==> config.mk <==
export PLATFORM = sky130hd
export DESIGN_NAME = fetch_unit_flat
export DESIGN_NICKNAME = d
export VERILOG_FILES = /design/src/rtl/fetch_unit_pkg.sv /design/src/rtl/rv32i_types.sv /design/src/rtl/fetch_unit_if.sv /design/src/rtl/fetch_perf_counters.sv /design/src/rtl/fetch_unit.sv /design/src/flat_wrapper.sv
export SDC_FILE = /design/constraint.sdc
export NUM_CORES = 1
export LEC_CHECK = 0
export BUFFER_PORTS_ARGS = -buffer_cell sky130_fd_sc_hd__buf_4
export CORE_ASPECT_RATIO = 0.6
export CORE_UTILIZATION = 40
export CTS_BUF_LIST = sky130_fd_sc_hd__clkbuf_4
export DETAILED_ROUTE_END_ITERATION = 6
export PLACE_DENSITY = 0.61
export SLEW_MARGIN = 15
export SYNTH_ARGS = -nofsm -noshare
export SYNTH_HDL_FRONTEND = slang
export SYNTH_SLANG_ARGS = --single-unit
==> constraint.sdc <==
create_clock -name clk -period 2.4 [get_ports clk]
set_input_delay 0.6 -clock clk [delete_from_list [all_inputs] [get_ports clk]]
set_output_delay 0.6 -clock clk [all_outputs]
set_load 0.005 [all_outputs]
==> src/rtl/fetch_unit_pkg.sv <==
// fetch_unit_pkg: fetch-unit local constants and helpers.
//   DEFAULT_RESET_PC : PC loaded on reset unless overridden
//   PERF_CNT_W       : width of the optional performance counters
//   sat_inc()        : saturating increment used by the counters
package fetch_unit_pkg;

    localparam logic [31:0] DEFAULT_RESET_PC = 32'h0000_0060;
    localparam int unsigned PERF_CNT_W       = 32;

    function automatic logic [PERF_CNT_W-1:0] sat_inc(input logic [PERF_CNT_W-1:0] v);
        return (v == '1) ? v : v + 1'b1;
    endfunction

endpackage

==> src/rtl/rv32i_types.sv <==
// rv32i_types: types and constants shared by the RV32I core blocks.
//   fetch_state_t     : IF-stage front-end state (FETCH / HOLD / DISCARD)
//   RV32I_INSTR_BYTES : size of one instruction in bytes (sequential PC step)
package rv32i_types;

    localparam int unsigned RV32I_INSTR_BYTES = 4;

    typedef enum logic [1:0] {
        FETCH   = 2'd0,   // request outstanding
        HOLD    = 2'd1,   // instruction buffered, pipeline stalled
        DISCARD = 2'd2    // outstanding request is wrong-path
    } fetch_state_t;

endpackage

==> src/rtl/fetch_unit_if.sv <==
// fetch_unit_if: instruction-cache request/response bundle.
//   imem_address : request address        (fetch -> cache)
//   imem_read    : read request            (fetch -> cache)
//   imem_resp    : response valid          (cache -> fetch)
//   imem_rdata   : response data           (cache -> fetch)
// Modports: master = fetch side, slave = cache side.
interface fetch_unit_if #(
    parameter int unsigned XLEN = 32
) ();

    logic [XLEN-1:0] imem_address;
    logic            imem_read;
    logic            imem_resp;
    logic [XLEN-1:0] imem_rdata;

    modport master (
        output imem_address,
        output imem_read,
        input  imem_resp,
        input  imem_rdata
    );

    modport slave (
        input  imem_address,
        input  imem_read,
        output imem_resp,
        output imem_rdata
    );

endinterface

==> src/rtl/fetch_perf_counters.sv <==
// fetch_perf_counters: saturating event counters for the fetch unit.
// Present only when FETCH_PERF_EN is defined.
//   clk, rst            : clock, synchronous active-high reset
//   miss_evt_i          : request outstanding with no response this cycle
//   discard_evt_i       : a response/buffered instruction was dropped
//   hold_evt_i          : fetch unit holding a buffered instruction
//   perf_*_o            : counter values, saturating at all-ones
`ifdef FETCH_PERF_EN
module fetch_perf_counters
    import fetch_unit_pkg::*;
(
    input  logic                  clk,
    input  logic                  rst,
    input  logic                  miss_evt_i,
    input  logic                  discard_evt_i,
    input  logic                  hold_evt_i,
    output logic [PERF_CNT_W-1:0] perf_miss_cycles_o,
    output logic [PERF_CNT_W-1:0] perf_discards_o,
    output logic [PERF_CNT_W-1:0] perf_hold_cycles_o
);

    logic [PERF_CNT_W-1:0] miss_q, miss_d;
    logic [PERF_CNT_W-1:0] disc_q, disc_d;
    logic [PERF_CNT_W-1:0] hold_q, hold_d;

    always_comb begin
        miss_d = miss_evt_i    ? sat_inc(miss_q) : miss_q;
        disc_d = discard_evt_i ? sat_inc(disc_q) : disc_q;
        hold_d = hold_evt_i    ? sat_inc(hold_q) : hold_q;
    end

    always_ff @(posedge clk) begin
        if (rst) begin
            miss_q <= '0;
            disc_q <= '0;
            hold_q <= '0;
        end else begin
            miss_q <= miss_d;
            disc_q <= disc_d;
            hold_q <= hold_d;
        end
    end

    assign perf_miss_cycles_o = miss_q;
    assign perf_discards_o    = disc_q;
    assign perf_hold_cycles_o = hold_q;

endmodule
`endif

==> src/rtl/fetch_unit.sv <==
// fetch_unit: IF-stage front end. Owns the PC, drives the I-cache request
// handshake, hides wrong-path responses and re-presents a buffered
// instruction while the pipeline is stalled.
// Ports:
//   clk, rst          : clock, synchronous active-high reset
//   load_pc           : pipeline may advance past IF
//   pc_redirect       : taken branch / jal / jalr this cycle
//   redirect_target   : redirect PC (low bits passed through unchecked)
//   imem              : fetch_unit_if.master (I-cache request/response)
//   instr_mem_resp    : valid instruction presented this cycle
//   fetch_pc          : PC of presented instruction
//   fetch_instr       : presented instruction
// Optional (macro FETCH_PERF_EN): perf_miss_cycles, perf_discards,
//   perf_hold_cycles saturating 32-bit event counters.
module fetch_unit
    import rv32i_types::*;
    import fetch_unit_pkg::*;
#(
    parameter int unsigned     XLEN     = 32,
    parameter logic [XLEN-1:0] RESET_PC = XLEN'(DEFAULT_RESET_PC)
) (
    input  logic                  clk,
    input  logic                  rst,
    input  logic                  load_pc,
    input  logic                  pc_redirect,
    input  logic [XLEN-1:0]       redirect_target,
    fetch_unit_if.master          imem,
    output logic                  instr_mem_resp,
    output logic [XLEN-1:0]       fetch_pc,
    output logic [XLEN-1:0]       fetch_instr
`ifdef FETCH_PERF_EN
    ,
    output logic [PERF_CNT_W-1:0] perf_miss_cycles,
    output logic [PERF_CNT_W-1:0] perf_discards,
    output logic [PERF_CNT_W-1:0] perf_hold_cycles
`endif
);

    fetch_state_t    state_q, state_d;
    logic [XLEN-1:0] pc_q, pc_d;
    logic [XLEN-1:0] pend_q, pend_d;
    logic [XLEN-1:0] buf_q, buf_d;
    logic [XLEN-1:0] pc_seq;
    logic            read_c;
    logic            valid_c;
    logic [XLEN-1:0] instr_c;

    // Sequential advance wraps silently modulo 2^XLEN.
    assign pc_seq = pc_q + XLEN'(RV32I_INSTR_BYTES);

    always_comb begin
        state_d = state_q;
        pc_d    = pc_q;
        pend_d  = pend_q;
        buf_d   = buf_q;
        read_c  = 1'b0;
        valid_c = 1'b0;
        instr_c = imem.imem_rdata;

        unique case (state_q)
            FETCH: begin
                read_c = 1'b1;
                if (imem.imem_resp) begin
                    if (pc_redirect) begin
                        // Response belongs to the wrong path: drop it.
                        pc_d = redirect_target;
                    end else begin
                        valid_c = 1'b1;
                        if (load_pc) begin
                            pc_d = pc_seq;
                        end else begin
                            buf_d   = imem.imem_rdata;
                            state_d = HOLD;
                        end
                    end
                end else if (pc_redirect) begin
                    // Address must stay stable until the cache answers, so
                    // the target waits in pend_q while the reply is discarded.
                    pend_d  = redirect_target;
                    state_d = DISCARD;
                end
            end
            HOLD: begin
                instr_c = buf_q;
                if (pc_redirect) begin
                    pc_d    = redirect_target;
                    state_d = FETCH;
                end else begin
                    valid_c = 1'b1;
                    if (load_pc) begin
                        pc_d    = pc_seq;
                        state_d = FETCH;
                    end
                end
            end
            DISCARD: begin
                read_c = 1'b1;
                if (pc_redirect) begin
                    pend_d = redirect_target;
                end
                if (imem.imem_resp) begin
                    pc_d    = pc_redirect ? redirect_target : pend_q;
                    state_d = FETCH;
                end
            end
            default: begin
                state_d = FETCH;
            end
        endcase

        // Nothing is requested or presented during the reset cycle.
        if (rst) begin
            read_c  = 1'b0;
            valid_c = 1'b0;
            instr_c = '0;
        end
    end

    always_ff @(posedge clk) begin
        if (rst) begin
            state_q <= FETCH;
            pc_q    <= RESET_PC;
            pend_q  <= '0;
            buf_q   <= '0;
        end else begin
            state_q <= state_d;
            pc_q    <= pc_d;
            pend_q  <= pend_d;
            buf_q   <= buf_d;
        end
    end

    assign imem.imem_address = pc_q;
    assign imem.imem_read    = read_c;
    assign instr_mem_resp    = valid_c;
    assign fetch_pc          = pc_q;
    assign fetch_instr       = instr_c;

`ifdef FETCH_PERF_EN
    logic miss_evt;
    logic discard_evt;
    logic hold_evt;

    assign miss_evt    = !rst && (state_q != HOLD) && !imem.imem_resp;
    assign discard_evt = !rst && (((state_q == FETCH) && imem.imem_resp && pc_redirect) ||
                                  ((state_q == DISCARD) && imem.imem_resp) ||
                                  ((state_q == HOLD) && pc_redirect));
    assign hold_evt    = !rst && (state_q == HOLD);

    fetch_perf_counters u_perf (
        .clk                (clk),
        .rst                (rst),
        .miss_evt_i         (miss_evt),
        .discard_evt_i      (discard_evt),
        .hold_evt_i         (hold_evt),
        .perf_miss_cycles_o (perf_miss_cycles),
        .perf_discards_o    (perf_discards),
        .perf_hold_cycles_o (perf_hold_cycles)
    );
`endif

endmodule

==> src/flat_wrapper.sv <==
// flat-port wrapper written by rule: the top's interface ports become plain ports
module fetch_unit_flat import rv32i_types::*; import fetch_unit_pkg::*;
#(
    parameter int unsigned     XLEN     = 32,
    parameter logic [XLEN-1:0] RESET_PC = XLEN'(DEFAULT_RESET_PC)
)
  (clk, rst, load_pc, pc_redirect, redirect_target, instr_mem_resp, fetch_pc, fetch_instr, imem_imem_address, imem_imem_read, imem_imem_resp, imem_imem_rdata);
  fetch_unit_if #(.XLEN(XLEN)) imem_i ();
  input  logic clk;
  input  logic rst;
  input  logic load_pc;
  input  logic pc_redirect;
  input  logic [XLEN-1:0] redirect_target;
  output logic instr_mem_resp;
  output logic [XLEN-1:0] fetch_pc;
  output logic [XLEN-1:0] fetch_instr;
  output wire logic [$bits(imem_i.imem_address)-1:0] imem_imem_address;
  output wire logic [$bits(imem_i.imem_read)-1:0] imem_imem_read;
  input wire logic [$bits(imem_i.imem_resp)-1:0] imem_imem_resp;
  input wire logic [$bits(imem_i.imem_rdata)-1:0] imem_imem_rdata;
  assign imem_imem_address = imem_i.imem_address;
  assign imem_imem_read = imem_i.imem_read;
  assign imem_i.imem_resp = imem_imem_resp;
  assign imem_i.imem_rdata = imem_imem_rdata;
  fetch_unit #(.XLEN(XLEN), .RESET_PC(RESET_PC)) u_core (.clk(clk), .rst(rst), .load_pc(load_pc), .pc_redirect(pc_redirect), .redirect_target(redirect_target), .imem(imem_i), .instr_mem_resp(instr_mem_resp), .fetch_pc(fetch_pc), .fetch_instr(fetch_instr));
endmodule
Word-level counts from Yosys, hierarchy flattened. Index checks and enable logic that the tools add are counted.

Register bits: 98. Output and inout bits: 98.

$add $sub $neg: 1. Eq/ne operators: 9. Multiplexer cells: 24. Bitwise operators: 2. Reductions and logical operators: 8.

Operators by type and width (count): 2-to-1 mux 32 bit (8); case mux 32 bit (3 select lines) (1); case mux 32 bit (2 select lines) (1); adder 32 x 3 -> 32 bit (second input constant) (1); 2-to-1 mux 2 bit (7); != test 3 bit (second input constant) (4); != test 2 bit (second input constant) (3); case mux 2 bit (3 select lines) (1); 2-to-1 mux 1 bit (5); AND reduction 5 bit (1); AND reduction 4 bit (1); AND reduction 3 bit (1); nonzero test 3 bit (1); equality test 2 x 1 -> 1 bit (second input constant) (1); equality test 2 bit (second input constant) (1); logical NOT 2 bit (1); inverter 1 bit (2); case mux 1 bit (2 select lines) (1); AND reduction 2 bit (1); nonzero test 2 bit (1); OR reduction 2 bit (1).

Depth between registers and ports, before layout. Gate-level depths: netlist (run 1).

Depth in word-level cells: 5. Mapped depth: 8. Mapped depth without buffers: 6.

Least setup slack after synthesis (run 1). OpenSTA, ideal clock, no wires.

Path kind: input to output. Start: input port rst. End: output port fetch_instr[10]. Data arrival time: 1504 ps. Slack: 296 ps. Stages: 4. Buffers on the path: 3. Cell sequence: clkbuf_1 -> clkbuf_1 -> clkbuf_1 -> a21oi_1.

Cells in the longest elaborated chain, start to end: 1.

Ends and longest elaborated chain: start, declared (line flat_wrapper.sv:10) `input logic rst;`; 2-to-1 mux 32 bit (line fetch_unit.sv:112) `if (rst) begin`; end, declared (line flat_wrapper.sv:16) `output logic [XLEN-1:0] fetch_instr;`.

No other way between the ends.

Final worst setup path (run 1).
Start: register u_core.state_q[1]. End: output port fetch_instr[26].

Cells in the longest elaborated chain, start to end: 3.

Ends and longest elaborated chain: start, declared (line fetch_unit.sv:39) `fetch_state_t state_q, state_d;`; start signal, assigned (line fetch_unit.sv:126) `state_q <= state_d;`; equality test 2 x 1 -> 1 bit (line fetch_unit.sv:60) `unique case (state_q)`; 2-to-1 mux 32 bit (line fetch_unit.sv:60); 2-to-1 mux 32 bit (line fetch_unit.sv:112).

No other way between the ends.

==> results of run 1 <==
critical path, cell delays in order (launching register included):
cell      delay, ns
dfxtp_4        0.45
nand2b_1       0.18
buf_12         0.20
nand2_1        0.07
a21oi_1        0.17
buf_4          0.14
layout make-up:
cell class,instances,area (um^2)
Fill cell,1297,6140
Multi-Input combinational cell,571,2910
Sequential cell,98,1970
Timing Repair Buffer,198,1570
Tap cell,170,213
Clock buffer,9,67.6
Clock inverter,7,57.6
Inverter,9,33.8
Antenna cell,1,2.50
state kept, by name (all words and copies together), names as in the netlist:
register and count:
u_core.state_q 2, u_core.buf_q 32, u_core.pend_q 32, u_core.fetch_pc 32
metrics by stage:
stage	utilization	cell area, um^2	cells	total power [mW]	setup TNS [ns]
after floorplan	-	5360	769	2.20	0
after CTS	0.524	6800	1060	3.43	0
after global placement	0.514	6670	1044	2.57	0
after detailed placement	0.514	6670	1044	2.58	0
final	0.526	6830	1063	3.41	0
after global routing	0.526	6830	1063	3.60	-0.0219
layout by cell type, fill, tap and decap left out, types with 5 or more instances in the layout:
| master | synthesis | layout |
|---|---|---|
| nand2b_1 | 9 | 9 |
| nand4_1 | 7 | 7 |
| clkbuf_4 | 0 | 9 |
| nand2_1 | 241 | 241 |
| buf_12 | 0 | 7 |
| a31oi_1 | 7 | 7 |
| inv_1 | 8 | 8 |
| or4_1 | 5 | 5 |
| a21oi_1 | 126 | 126 |
| buf_4 | 33 | 191 |
| a22oi_1 | 5 | 5 |
| nand3_1 | 12 | 12 |
| nor3_1 | 11 | 11 |
| dfxtp_1 | 98 | 96 |
| nor2_1 | 23 | 23 |
| o21ai_0 | 41 | 41 |
| and3_1 | 6 | 6 |
layer usage:
| layer | global-route usage | part of all wire |
|---|---|---|
| met1 | 0.416 | 0.51 |
| met2 | 0.334 | 0.40 |
| met3 | 0.0537 | 0.082 |
| met4 | 0.0429 | 0.0073 |
| met5 | 0 | 0 |
cell families (layout without fill, tap and decap cells):
logic type / after synthesis / count (layout) / share of synthesized area
other: 0 / 1 / 0
flip-flops: 98 / 98 / 0.366
AO/OA/AOI/OAI: 220 / 220 / 0.237
multiplexers: 5 / 5 / 0.00956
AND/OR/NAND/NOR: 345 / 345 / 0.291
buffers and inverters: 100 / 223 / 0.0942
adder cells (fa/ha/maj): 1 / 1 / 0.00233
repair_timing:
| item | CTS | global route |
|---|---|---|
| buffers inserted | 0 | 2 |
| setup endpoints to repair | 32 | 32 |
| resized for setup | 3 | 4 |
worst min path at each step:
stage	start	endpoint	slack, ns	depth (start not counted)
2_1_floorplan	u_core.pend_q[10]	u_core.pend_q[10]	0.43	2
3_3_place_gp	u_core.pend_q[22]	u_core.pend_q[22]	0.44	2
3_5_place_dp	u_core.pend_q[10]	u_core.pend_q[10]	0.45	2
4_1_cts	load_pc	u_core.state_q[0]	0.26	2
5_1_grt	imem_imem_resp	u_core.state_q[1]	0.26	2
6_report	load_pc	u_core.state_q[0]	0.28	2
power groups by stage:
stage               registers, mW  logic (mW)  clock network (mW)
floorplan                    1.82       0.385                   0
global placement             1.84       0.728                   0
detailed placement           1.85       0.736                   0
global route                 1.83       0.817               0.954
finish                       1.81       0.748               0.855
CTS                          1.81       0.739               0.884
==> results.sh, run 1 <==
export IMPL_synth_area_per_cell_um2=6.98
export IMPL_clk_latency_ns=0.48
export IMPL_worst_slew_pin_slew_ns=0.608
export IMPL_syn_inst=769
export IMPL_cts_made_buffers=9
export IMPL_synth_cell_area_um2=5360
export IMPL_cts_sinks=98
export IMPL_cp_required_ns=1.80
export IMPL_synth_edf_count=0
export IMPL_final_hold_viol_count=0
export IMPL_antenna_found_initial=1
export IMPL_wl_per_cell_um=16.7
export IMPL_rows=32
export IMPL_end_kind="primary output"
export IMPL_ctsHtreeMaxLevel=3
export IMPL_cts_tree="yes"
export IMPL_worst_r2r_setup_slack_ns=0.22
export IMPL_comb_power_share=0.219
export IMPL_ys_flop_type="dfxtp_1"
export IMPL_startpoint="u_core.state_q[1]"
export IMPL_grt_usage=0.255
export IMPL_arrival_ns=1.69
export IMPL_internal_power_mw=2.31
export IMPL_fin_ws_ns=0.107
export IMPL_critPathCapture="fetch_instr[26]"
export IMPL_final_antenna_net_count=0
export IMPL_gp_congestion=0.870
export IMPL_cts_hold_buf=0
export IMPL_power_density_nw_per_um2=500
export IMPL_grt_first_pass_wirelength_um=27500
export IMPL_dr_pass1_iters=5
export IMPL_worstPathMaxFanout=32
export IMPL_synth_top_area_frac=0.366
export IMPL_io_buffer_count=166
export IMPL_max_cap_viol_count=0
export IMPL_status="finished, final reports clean"
export IMPL_drive_gt1_frac=0.260
export IMPL_ys_types=58
export IMPL_synthTopCellsByCount="241 x nand2_1, 126 x a21oi_1, 98 x dfxtp_1, 50 x clkbuf_1, 41 x o21ai_0"
export IMPL_grt_pass1_vias=5062
export IMPL_p_leak_nw=2.80
export IMPL_r2r_start="u_core.fetch_pc[4]"
export IMPL_finalSetupViolCount=0
export IMPL_final_period_utilization=0.955
export IMPL_hold_ws_ns=0.282
export IMPL_dieWidth_um=151
export IMPL_start_util=0.413
export IMPL_grt_ovfl_total=0
export IMPL_timing_rr_end="u_core.fetch_pc[19]"
export IMPL_ir_drop_v=0.000239
export IMPL_drt_iter0_drc=548
export IMPL_viasPerCell=5.52
export IMPL_clk_path_buf_depth=2
export IMPL_grt_max_degree=71
export IMPL_max_slew_margin=0.590
export IMPL_via_count=5867
export IMPL_max_clock_freq_mhz=436
export IMPL_min_period_ns=2.29
export IMPL_core_area_um2=13000
export IMPL_finalNetCount=957
export IMPL_rr_worst_depth=5
export IMPL_async_flop_share=0
export IMPL_dp_slack_ns=0.257
export IMPL_drv_slew=0
export IMPL_ctsRootBufferMaster="clkbuf_4"
export IMPL_clk_pin_slew_ns=0.16
export IMPL_synth_area_top_cells="dfxtp_1 37%, nand2_1 17%, a21oi_1 12%, buf_4 4.6%, o21ai_0 3.8%"
export IMPL_seq_power_share=0.531
export IMPL_fp_dieArea_um2=13900
export IMPL_die_h_um=91.7
export IMPL_design_portCount=167
export IMPL_yosysTopAreaCell="dfxtp_1"
export IMPL_ys_warn_count=0
export IMPL_synthMostInstantiatedCell="nand2_1"
export IMPL_power_switching_mw=1.11
export IMPL_hold_class="in -> reg"
export IMPL_wirelength_um=17700
export IMPL_path_class="reg -> out"
export IMPL_ys_seq_area_frac=0.366
export IMPL_drc_errors=0
export IMPL_finClkSkew_ns=0.0297
export IMPL_area_delta_synth_final_pct=27.3
export IMPL_swShare=0.324
export IMPL_clkPwrFrac=0.250
export IMPL_syn_nets=839
export IMPL_grt_setup_unrepaired="true"
export IMPL_critPathLaunchType="flip-flop"
export IMPL_ys_ff_latch=98
export IMPL_dp_final_hpwl_um=12800
No activity file was read; power rests on OpenSTA's default activity.
==> run 2, diff against run 1 <==
--- a/config.mk
+++ b/config.mk
@@ -5,12 +5,13 @@
 export SDC_FILE = /design/constraint.sdc
 export NUM_CORES = 1
 export LEC_CHECK = 0
-export BUFFER_PORTS_ARGS = -buffer_cell sky130_fd_sc_hd__buf_4
 export CORE_ASPECT_RATIO = 0.6
 export CORE_UTILIZATION = 40
 export CTS_BUF_LIST = sky130_fd_sc_hd__clkbuf_4
 export DETAILED_ROUTE_END_ITERATION = 6
-export PLACE_DENSITY = 0.61
+export DONT_BUFFER_PORTS = 1
+export PLACE_DENSITY = 0.5
+export SKIP_CTS_REPAIR_TIMING = 1
 export SLEW_MARGIN = 15
 export SYNTH_ARGS = -nofsm -noshare
 export SYNTH_HDL_FRONTEND = slang
==> run 2 against run 1 <==
- clock power is 17% higher
- highest routed layer unchanged
- sequential share of layout area rose by 6.6 points
- core utilization shrank 9.8 points
- sequential power hardly changed
- cell count decreased by 15%
- non-clock buffer count down 163
- first-iteration DRC count is 21% lower
- clock skew fell by 0.0099 ns
==> results.sh, run 2 (synthesis gave the netlist of run 1 again) <==
export IMPL_hold_ws_ns=0.173
export IMPL_hold_class="in -> reg"
export IMPL_die_h_um=91.7
export IMPL_internal_power_mw=2.30
export IMPL_drt_iter0_drc=432
export IMPL_dieWidth_um=151
export IMPL_gp_congestion=0.876
export IMPL_drive_gt1_frac=0.0974
export IMPL_design_portCount=167
export IMPL_worstPathMaxFanout=32
export IMPL_grt_setup_unrepaired="false"
export IMPL_grt_ovfl_total=0
export IMPL_comb_power_share=0.134
export IMPL_end_kind="primary output"
export IMPL_ctsRootBufferMaster="clkbuf_4"
export IMPL_cts_sinks=98
export IMPL_min_period_ns=2.23
export IMPL_wirelength_um=17100
export IMPL_grt_max_degree=127
export IMPL_critPathCapture="fetch_instr[24]"
export IMPL_final_cell_mix="241 x nand2_1, 126 x a21oi_1, 96 x dfxtp_1, 41 x o21ai_0, 33 x buf_4"
export IMPL_dp_slack_ns=0.297
export IMPL_wl_per_cell_um=19.0
export IMPL_final_antenna_net_count=0
export IMPL_r2r_start="u_core.fetch_pc[2]"
export IMPL_status="finished, final reports clean"
export IMPL_final_hold_viol_count=0
export IMPL_cp_required_ns=1.80
export IMPL_io_buffer_count=0
export IMPL_power_switching_mw=0.946
export IMPL_cts_tree="yes"
export IMPL_grt_pass1_vias=4535
export IMPL_via_count=5227
export IMPL_start_util=0.413
export IMPL_finalSetupViolCount=0
export IMPL_grt_usage=0.244
export IMPL_antenna_found_initial=0
export IMPL_viasPerCell=5.81
export IMPL_seq_power_share=0.559
export IMPL_placed_cell_area_um2=5380
export IMPL_critPathLaunchType="flip-flop"
export IMPL_path_class="reg -> out"
export IMPL_drc_errors=0
export IMPL_clk_pin_slew_ns=0.15
export IMPL_finalPower_mw=3.25
export IMPL_max_cap_viol_count=0
export IMPL_fp_dieArea_um2=13900
export IMPL_ctsHtreeMaxLevel=3
export IMPL_worst_r2r_setup_slack_ns=0.25
export IMPL_worst_slew_pin_slew_ns=0.531
export IMPL_final_common_cell="nand2_1"
export IMPL_drv_slew=0
export IMPL_p_leak_nw=1.98
export IMPL_timing_rr_end="u_core.fetch_pc[16]"
export IMPL_clk_path_buf_depth=2
export IMPL_clkPwrFrac=0.307
export IMPL_rr_worst_depth=5
export IMPL_diodes=0
export IMPL_ir_drop_v=0.000207
export IMPL_dr_pass1_iters=5
export IMPL_core_area_um2=13000
export IMPL_startpoint="u_core.state_q[0]"
export IMPL_design_area_um2=5560
export IMPL_power_density_nw_per_um2=584
export IMPL_fin_ws_ns=0.167
export IMPL_dp_final_hpwl_um=12200
export IMPL_final_period_utilization=0.931
export IMPL_area_delta_synth_final_pct=3.71
export IMPL_finClkSkew_ns=0.0198
export IMPL_swShare=0.291
export IMPL_max_slew_margin=0.643
export IMPL_grt_first_pass_wirelength_um=25700
export IMPL_clk_latency_ns=0.47
export IMPL_max_clock_freq_mhz=448
export IMPL_finalNetCount=794
export IMPL_arrival_ns=1.63
export IMPL_rows=32
export IMPL_cts_made_buffers=9
[run 2: cell count changes in the layout (fill, tap and decap cells not counted), moves of 2 or more]
cell	change
buf_12	-7
bufinv_16	+2
inv_6	-3
buf_4	-158
clkinv_2	+3
[run 2: worst min-delay path by stage]
| stage | startpoint | end | slack [ns] | cells after the start |
|---|---|---|---|---|
| after floorplan | u_core.pend_q[10] | u_core.pend_q[10] | 0.43 | 2 |
| after global placement | u_core.pend_q[22] | u_core.pend_q[22] | 0.43 | 2 |
| after detailed placement | u_core.pend_q[12] | u_core.pend_q[12] | 0.44 | 2 |
| after CTS | rst | u_core.pend_q[28] | 0.14 | 1 |
| after global routing | rst | u_core.buf_q[7] | 0.12 | 1 |
| final | load_pc | u_core.state_q[0] | 0.17 | 1 |
[run 2: worst max-delay path, cell delays in order (launching register included)]
cell,delay (ns)
dfxtp_4,0.43
nor2b_2,0.18
buf_8,0.23
nand2_1,0.08
a21oi_1,0.23
[run 2: layout make-up]
cell class / count / area (um^2)
Fill cell: 1380 / 7410
Timing Repair Buffer: 35 / 274
Clock buffer: 9 / 67.6
Tap cell: 170 / 213
Sequential cell: 98 / 1970
Clock inverter: 7 / 92.6
Multi-Input combinational cell: 571 / 2910
Inverter: 9 / 33.8
[run 2: power groups by stage]
stage               clock [mW]  sequential (mW)  combinational (mW)
global placement             0             1.85               0.419
detailed placement           0             1.85               0.426
floorplan                    0             1.82               0.385
finish                   0.997             1.82               0.434
CTS                       1.03             1.82               0.428
global route              1.10             1.83               0.480
[run 2: stage by stage]
step	cells	utilization	TNS (ns)
after floorplan	769	-	0
after global placement	883	0.415	0
after detailed placement	883	0.415	0
after CTS	899	0.427	-1.81
after global routing	899	0.429	0
final	899	0.429	0
[run 2: layer usage]
metal  track usage  vias to the layer above  wire length (um)
li1              -                     2526                 -
met1         0.390                     2451              8730
met2         0.302                      236              6460
met3        0.0856                       14              1800
met4        0.0413                        0               126
met5             0                        -                 0
==> run 3, diff against run 2 <==
--- a/config.mk
+++ b/config.mk
@@ -7,12 +7,13 @@
 export LEC_CHECK = 0
 export CORE_ASPECT_RATIO = 0.6
 export CORE_UTILIZATION = 40
-export CTS_BUF_LIST = sky130_fd_sc_hd__clkbuf_4
+export CTS_BUF_LIST = sky130_fd_sc_hd__clkbuf_16
 export DETAILED_ROUTE_END_ITERATION = 6
 export DONT_BUFFER_PORTS = 1
-export PLACE_DENSITY = 0.5
+export PLACE_DENSITY = 0.52
 export SKIP_CTS_REPAIR_TIMING = 1
 export SLEW_MARGIN = 15
 export SYNTH_ARGS = -nofsm -noshare
 export SYNTH_HDL_FRONTEND = slang
+export SYNTH_HIERARCHICAL = 1
 export SYNTH_SLANG_ARGS = --single-unit
==> constraint.sdc (replaced) <==
create_clock -name clk -period 2 [get_ports clk]
set_input_delay 0.5 -clock clk [delete_from_list [all_inputs] [get_ports clk]]
set_output_delay 0.5 -clock clk [all_outputs]
set_load 0.005 [all_outputs]
==> run 3 against run 2 <==
- the run now ends with negative setup slack left
- via count is 5.0% higher
- critical path type unchanged
- critical endpoint is now fetch_instr[20]
- combinational power is 42% higher
- cell count is 4.4% higher
- worst setup slack worse by 0.17 ns
- global-route usage down 1.7 points
- clock power increased by 58%
- worst hold slack gained 0.051 ns
- clock-buffer cell count is the same
- synthesized cell count rose by 1.2%
==> results.sh, run 3 <==
export IMPL_grt_first_pass_wirelength_um=25400
export IMPL_dr_pass1_iters=5
export IMPL_ys_warn_count=6
export IMPL_clk_latency_ns=0.34
export IMPL_final_cell_mix="231 x nand2_1, 97 x a21oi_1, 95 x dfxtp_1, 61 x buf_4, 41 x o21ai_0"
export IMPL_cts_made_buffers=9
export IMPL_fp_dieArea_um2=14000
export IMPL_power_switching_mw=1.20
export IMPL_synth_area_top_cells="dfxtp_1 36%, nand2_1 17%, a21oi_1 11%, buf_4 4.6%, o21ai_0 3.8%"
export IMPL_drive_gt1_frac=0.185
export IMPL_design_portCount=167
export IMPL_io_buffer_count=0
export IMPL_cts_sinks=98
export IMPL_synth_top_area_frac=0.364
export IMPL_grt_ovfl_total=0
export IMPL_ys_flop_type="dfxtp_1"
export IMPL_path_class="reg -> out"
export IMPL_final_period_utilization=1.00
export IMPL_viasPerCell=5.85
export IMPL_grt_max_degree=136
export IMPL_finalNetCount=835
export IMPL_arrival_ns=1.51
export IMPL_ys_types=61
export IMPL_wirelength_um=16800
export IMPL_ctsRootBufferMaster="clkbuf_16"
export IMPL_comb_power_share=0.142
export IMPL_finalPower_mw=4.33
export IMPL_fin_ws_ns=-0.00775
export IMPL_finClkSkew_ns=0.00607
export IMPL_wl_per_cell_um=17.9
export IMPL_critPathLaunchType="flip-flop"
export IMPL_final_antenna_net_count=0
export IMPL_worstPathMaxFanout=8
export IMPL_clk_pin_slew_ns=0.07
export IMPL_clk_path_buf_depth=2
export IMPL_worst_r2r_setup_slack_ns=0.09
export IMPL_use_met2=0.326
export IMPL_synthMostInstantiatedCell="nand2_1"
export IMPL_via_count=5490
export IMPL_fin_cells=939
export IMPL_start_util=0.415
export IMPL_swShare=0.278
export IMPL_hold_class="in -> reg"
export IMPL_syn_nets=848
export IMPL_power_density_nw_per_um2=699
export IMPL_rows=32
export IMPL_clkPwrFrac=0.364
export IMPL_area_delta_synth_final_pct=15.1
export IMPL_status="finished with violations"
export IMPL_async_flop_share=0
export IMPL_die_h_um=91.9
export IMPL_worst_slew_pin_slew_ns=0.526
export IMPL_seq_power_share=0.494
export IMPL_ys_ff_latch=98
export IMPL_ir_drop_v=0.000399
export IMPL_core_area_um2=13000
export IMPL_final_hold_viol_count=0
export IMPL_max_slew_margin=0.649
export IMPL_final_util=0.478
export IMPL_synth_area_per_cell_um2=6.93
export IMPL_dp_final_hpwl_um=11300
export IMPL_gp_congestion=0.884
export IMPL_ctsHtreeMaxLevel=3
export IMPL_p_leak_nw=2.25
export IMPL_max_cap_viol_count=0
export IMPL_synth_cell_area_um2=5390
export IMPL_violations="negative setup slack"
export IMPL_cp_required_ns=1.50
export IMPL_antenna_found_initial=0
export IMPL_drc_errors=0
export IMPL_syn_inst=778
export IMPL_grt_usage=0.227
export IMPL_cts_tree="yes"
export IMPL_diodes=0
export IMPL_min_period_ns=2.01
export IMPL_synthTopCellsByCount="245 x nand2_1, 122 x a21oi_1, 98 x dfxtp_1, 45 x clkbuf_1, 41 x o21ai_0"
export IMPL_ys_seq_area_frac=0.364
export IMPL_met1_usage=0.328
export IMPL_drv_slew=0
export IMPL_drt_iter0_drc=456
export IMPL_dieWidth_um=152
export IMPL_yosysTopAreaCell="dfxtp_1"
export IMPL_grt_pass1_vias=4829
export IMPL_grt_busiest_layer="met1"
export IMPL_end_kind="primary output"
export IMPL_grt_met3_usage=0.0619
export IMPL_synth_edf_count=0
export IMPL_finalSetupViolCount=3
export IMPL_dp_cells=916
export IMPL_internal_power_mw=3.13
export IMPL_max_clock_freq_mhz=498
export IMPL_final_common_cell="nand2_1"
export IMPL_grt_setup_unrepaired="true"
## run 3: changes by cell type in the layout (fill, tap and decap cells not counted), moves of 9 or more
cell / change
a21oi_1: -29
clkbuf_4: -9
nand2_1: -10
buf_4: +28
a21oi_2: +24
clkbuf_16: +11
## run 3: cell type report
class                   instances  area [um^2]
fillers                      1276         6770
repair buffers                 68          591
well taps                     170          213
multi-input cells             579         3130
clock buffers                   9          225
inverters                       9         33.8
flip-flops and latches         98         1970
clock inverters                 6         35.0
## run 3: routing by layer
| layer | wire [um] | vias to the layer above |
|---|---|---|
| met5 | 0 | - |
| met1 | 8210 | 2623 |
| met4 | 257 | 0 |
| met3 | 1400 | 22 |
| met2 | 6950 | 220 |
| li1 | - | 2625 |
## run 3: cells by family (layout without fill, tap and decap cells)
family | Yosys count | count (layout) | synth area share
simple gates | 356 | 356 | 0.296
fa+ha+maj | 1 | 1 | 0.00232
mux | 3 | 3 | 0.00580
buf+inv | 101 | 92 | 0.0968
compound gates | 219 | 219 | 0.235
flops | 98 | 98 | 0.364
## run 3: stage by stage
step                cell area [um^2]  TNS [ns]  hold WS (ns)  worst slack [ns]
detailed placement              5620         0         0.438            0.0423
floorplan                       5390         0         0.432            0.0293
global route                    6200     -1.59         0.198           -0.0751
CTS                             5880     -4.61         0.208            -0.176
global placement                5620         0         0.433            0.0439
finish                          6200   -0.0164         0.223          -0.00775
## run 3: power by group through the flow
stage | Clock, mW | Sequential [mW] | Combinational, mW
2_1_floorplan | 0 | 2.18 | 0.464
3_3_place_gp | 0 | 2.18 | 0.566
3_5_place_dp | 0 | 2.18 | 0.579
4_1_cts | 1.63 | 2.14 | 0.581
5_1_grt | 1.71 | 2.15 | 0.681
6_report | 1.58 | 2.14 | 0.617
## run 3: worst max-delay path, cell delays in order, from the launching register on
cell and delay, ns:
dfxtp_4 0.36, buf_6 0.10, nor2b_4 0.26, clkbuf_16 0.22
nand2_2 0.07, a21oi_2 0.15
## run 3: worst paths after layout
kind / from / cells after the start / to
max: u_core/state_q[0] / 5 / fetch_instr[20]
min: rst / 1 / u_core/pend_q[25]
max reg2reg: u_core/state_q[0] / 7 / u_core/fetch_pc[27]
min reg2reg: u_core/pend_q[24] / 2 / u_core/pend_q[24]
